### src/rtl/fetch_unit.sv
// Program-counter / fetch control in front of a 1-cycle registered instruction memory.
// Tracks read latency, squashes wrong-path words on redirect, holds on stall, latches fetch faults.
module fetch_unit #(
  parameter int unsigned PC_WIDTH   = 6,
  parameter int unsigned RESET_PC   = 0,
  parameter int unsigned IMEM_WORDS = 16
) (
  input  logic                clk,
  input  logic                rst,
  input  logic                en,
  input  logic                hold,
  input  logic                redirect,
  input  logic [PC_WIDTH-1:0] target,
  output logic [PC_WIDTH-1:0] pc,
  output logic [PC_WIDTH-1:0] ins_pc,
  output logic                ins_valid,
  output logic                fault
);

  localparam int unsigned IMEM_BYTES = 4 * IMEM_WORDS;

  typedef enum logic [1:0] {
    IDLE  = 2'd0,
    RUN   = 2'd1,
    FAULT = 2'd2
  } state_t;

  state_t              state_q, state_d;
  logic [PC_WIDTH-1:0] pc_q, pc_d, ins_pc_d;
  logic                ins_valid_d, fault_d;
  logic                target_legal;

  assign target_legal = (target[1:0] == 2'b00) && (32'(target) < IMEM_BYTES);

  // During a stall the memory re-reads the word already on its output.
  assign pc = (hold && ins_valid) ? ins_pc : pc_q;

  always_ff @(posedge clk or posedge rst) begin
    if (rst) begin
      state_q   <= IDLE;
      pc_q      <= PC_WIDTH'(RESET_PC);
      ins_pc    <= '0;
      ins_valid <= 1'b0;
      fault     <= 1'b0;
    end else begin
      state_q   <= state_d;
      pc_q      <= pc_d;
      ins_pc    <= ins_pc_d;
      ins_valid <= ins_valid_d;
      fault     <= fault_d;
    end
  end

  // Next-state: fault detection > pause > hold > redirect > sequential fetch.
  always_comb begin
    state_d     = state_q;
    pc_d        = pc_q;
    ins_pc_d    = ins_pc;
    ins_valid_d = ins_valid;
    fault_d     = fault;
    case (state_q)
      IDLE: begin
        ins_valid_d = 1'b0;
        if (en) state_d = RUN;
      end
      RUN: begin
        if (redirect && !target_legal) begin
          state_d     = FAULT;
          fault_d     = 1'b1;
          ins_valid_d = 1'b0;
        end else if (!en) begin
          state_d     = IDLE;
          ins_valid_d = 1'b0;
        end else if (!hold) begin
          if (redirect) begin
            pc_d        = target;
            ins_valid_d = 1'b0;
          end else begin
            pc_d        = pc_q + PC_WIDTH'(4);
            ins_pc_d    = pc_q;
            ins_valid_d = 1'b1;
          end
        end
      end
      FAULT: begin
        ins_valid_d = 1'b0;
      end
      default: begin
        state_d     = IDLE;
        ins_valid_d = 1'b0;
      end
    endcase
  end

endmodule

### config.mk
export PLATFORM = sky130hd
export DESIGN_NAME = fetch_unit
export DESIGN_NICKNAME = d
export VERILOG_FILES = /design/src/rtl/fetch_unit.sv
export SDC_FILE = /design/constraint.sdc
export NUM_CORES = 1
export LEC_CHECK = 0
export CORE_UTILIZATION = 30
export DETAILED_ROUTE_END_ITERATION = 10
export PLACE_DENSITY = 0.59
export SYNTH_ARGS = -nofsm -noshare
export SYNTH_HDL_FRONTEND = slang
export SYNTH_SLANG_ARGS = --single-unit
export TNS_END_PERCENT = 1
### constraint.sdc
create_clock -name clk -period 1.5 [get_ports clk]
set_input_delay 0.375 -clock clk [delete_from_list [all_inputs] [get_ports clk]]
set_output_delay 0.375 -clock clk [all_outputs]
set_load 0.005 [all_outputs]
==> impl_metrics.py <==
metrics = {
    "critical_path": {
        "reg2reg_slack_ns": 0.05,
        "r2r-end": "pc_q[3]",
        "critical_path_arrival_ns": 1.35,
        "r2r_cells": 4,
        "max_stage_delay_ns": 0.41,
        "path_buf_inv": 2,
        "path_class": "reg2out",
        "critPathRequiredTime_ns": 1.12,
        "crit_fanout": 6,
        "crit_family": "flip-flops",
        "cp-start-kind": "register",
        "crit_slowest_cell": "dfrtp_1",
        "timing.rr.start": "pc_q[2]",
        "crit_top_cell": "buf_6",
        "end_kind": "output pin",
        "path_cells": "nand2_4 -> buf_6 -> mux2_4 -> buf_6",
    },
    "clock_tree": {
        "cts_buffer_depth": 2,
        "htree_levels": 1,
        "cts_tree": "done",
        "root_buffer": "clkbuf_4",
        "cts.sinks": 16,
        "clk_pin_slew_worst_paths_ns": 0.09,
        "clk_latency_ns": 0.28,
        "cts_buffers": 3,
    },
    "pwr": {
        "switchingPower_mw": 0.464,
        "power_leakage_nw": 0.694,
        "swShare_pct": 28.2,
        "power_density_mw_per_mm2": 1250,
        "clockPowerShare_pct": 13.2,
        "peakVddDrop_mv": 0.784,
        "seqPwrFrac_pct": 39.0,
        "pwr-share-comb_pct": 47.8,
        "internal-power_mw": 1.18,
    },
    "yosys": {
        "ys_seq_area_share_pct": 49.8,
        "yosys_warnings": 0,
        "synth_cell_types": 26,
        "synth-seq-cells": 16,
        "synth_edf_count": 0,
        "yosysMostFrequentCell": "dfrtp_1",
        "synth_fp_nets": 72,
        "async_flop_share_pct": 100,
        "yosys-top-cells-count": "dfrtp_1 (16), mux2_2 (9), mux2_4 (6)",
        "netlist.top_cell.by_area": "dfrtp_1",
        "synth_flop_cell": "dfrtp_1",
        "synthTopCellsByArea": "dfrtp_1 (50%), mux2_2 (13%), mux2_4 (11%)",
        "synth_top_area_share_pct": 49.8,
        "syn_inst": 60,
        "syn_area_per_cell_sq_um": 13.4,
        "syn_area_sq_um": 803,
    },
    "floorplan": {
        "die_w_microns": 53.7,
        "initial_utilization_pct": 32.1,
        "core-area_sq_mm": 0.00250,
        "die_area_sq_mm": 0.00289,
        "ios": 25,
        "fp-row-count": 18,
        "die_h_microns": 53.7,
    },
    "timing": {
        "finalSetupTns_ns": -1.13,
        "timing.hold.ws_ns": 0.394,
        "worst_slew_pin_slew_ns": 0.360,
        "setup_viol": 6,
        "fin_ws_ns": -0.222,
        "slew_violations": 0,
        "fmax_ghz": 0.581,
        "finalHoldViolations": 0,
        "rsz0062_at_grt": "yes",
        "clock_skew_ns": 0.00550,
        "max_slew_margin_pct": 75.9,
        "min_period_ns": 1.72,
        "finalCritPeriodShare_pct": 115,
    },
    "worst_hold_path": {
        "hp-class": "in2async",
    },
    "routing": {
        "via_per_inst": 4.66,
        "drt_iter0_markers": 0,
        "wl_microns": 1790,
        "drc": 0,
        "first_pass_iters": 1,
        "vias": 639,
        "post_drt_wl_per_cell_microns": 13.1,
        "antenna_left": 0,
    },
    "global_route": {
        "grt.overflow.total": 0,
        "grt_pass1_wl_microns": 2980,
        "grt_max_degree": 17,
        "antenna_found_initial": 0,
        "first_global_vias": 662,
        "grt_use_total_pct": 15.0,
    },
    "placed_design": {
        "post-place-ws_ns": -0.787,
        "gp_congestion": 0.727,
        "hpwlAfterDp_microns": 1270,
        "port-buffer-count": 24,
    },
    "outcome": {
        "violations": "setup timing",
        "status": "finished with violations",
    },
    "flow_run": {
        "max_cap_violations": 0,
    },
    "layout": {
        "diodes": 0,
        "fin_util_pct": 52.7,
        "drive_above_1_share_pct": 46.7,
        "syn2layout_area_growth_pct": 63.9,
        "finalNetCount": 121,
    },
}
==> cells in the final DEF, fill, tap and decap left out <==
cell type,instances
a2111oi_1,1
a21boi_0,2
a2bb2oi_1,2
and3b_1,1
buf_4,15
buf_6,13
clkbuf_4,3
clkdlybuf4s50_1,8
dfrtp_1,16
dlygate4sd2_1,9
dlymetal6s2s_1,1
ha_1,1
inv_1,2
mux2_2,3
mux2_4,12
mux2i_1,1
nand2_1,2
nand2_4,1
nand2b_1,1
nand3_1,1
nand3b_1,1
nand3b_4,1
nor2_1,1
nor3_4,1
nor4_1,1
o21a_2,1
o21ai_0,2
o21bai_1,1
o22ai_1,1
o31ai_1,1
or3_1,1
==> routing by layer <==
metal / up-vias / global-route usage [%] / share of wire, % / wire length, microns
met3: 2 / 5.08 / 5.2 / 94
met2: 20 / 26.3 / 49 / 877
met4: 0 / 5.26 / 1.5 / 27
li1: 313 / - / - / -
met1: 304 / 16.5 / 44 / 792
met5: - / 0 / 0 / 0
==> per-stage QoR <==
stage / power (mW) / area [sq um] / std cells
finish: 1.64 / 1320 / 137
global placement: 1.39 / 1190 / 129
global route: 1.76 / 1320 / 137
floorplan: 0.975 / 803 / 60
CTS: 1.66 / 1310 / 137
detailed placement: 1.40 / 1190 / 129
==> worst reg2reg max path, stage by stage (launching register included) <==
cell	delay [ns]
dfrtp_1	0.40
buf_4	0.16
ha_1	0.28
mux2_2	0.26
mux2_2	0.26
==> registers in the layout, indices dropped and copies added, names as in the netlist <==
name	count
ins_valid	1
pc_q	6
fault	1
state_q	2
ins_pc	6
==> kinds of logic after synthesis <==
logic type,Yosys count,synth area share [%]
adders and majority gates,1,1.56
AOI/OAI and AO/OA,11,9.97
DFF,16,49.8
muxes,16,25.1
buffers and inverters,4,2.96
and+or+nand+nor,12,10.6
==> power groups by stage <==
stage / Clock [mW] / Sequential, mW / Combinational, mW
floorplan: 0 / 0.671 / 0.304
global placement: 0 / 0.644 / 0.742
detailed placement: 0 / 0.647 / 0.754
CTS: 0.230 / 0.642 / 0.792
global route: 0.258 / 0.657 / 0.850
finish: 0.217 / 0.641 / 0.786
==> worst max path at each step <==
stage               start         to  slack [ns]  depth (start not counted)
2_1_floorplan  state_q[1]  ins_pc[0]        0.07                          4
4_1_cts         ins_valid      pc[3]       -0.24                          4
5_1_grt         ins_valid      pc[3]       -0.28                          4
3_5_place_dp         hold      pc[3]       -0.79                          4
3_3_place_gp         hold      pc[0]       -0.75                          4
6_report        ins_valid      pc[3]       -0.22                          4
==> cell type report <==
class / instances / area [sq um]
multi-input combinational: 40 / 418
timing repair buffer: 46 / 430
inverter: 2 / 7.51
tap: 30 / 37.5
fill: 224 / 1180
sequential: 16 / 400
clock buffer: 3 / 22.5
==> what timing repair did <==
action	CTS	global route
gates resized for setup	54	4
endpoints found under the setup margin	23	15
setup buffers	5	0
pin swaps	1	1
hold buffers	0	0
(Power assumes the default switching activity.)
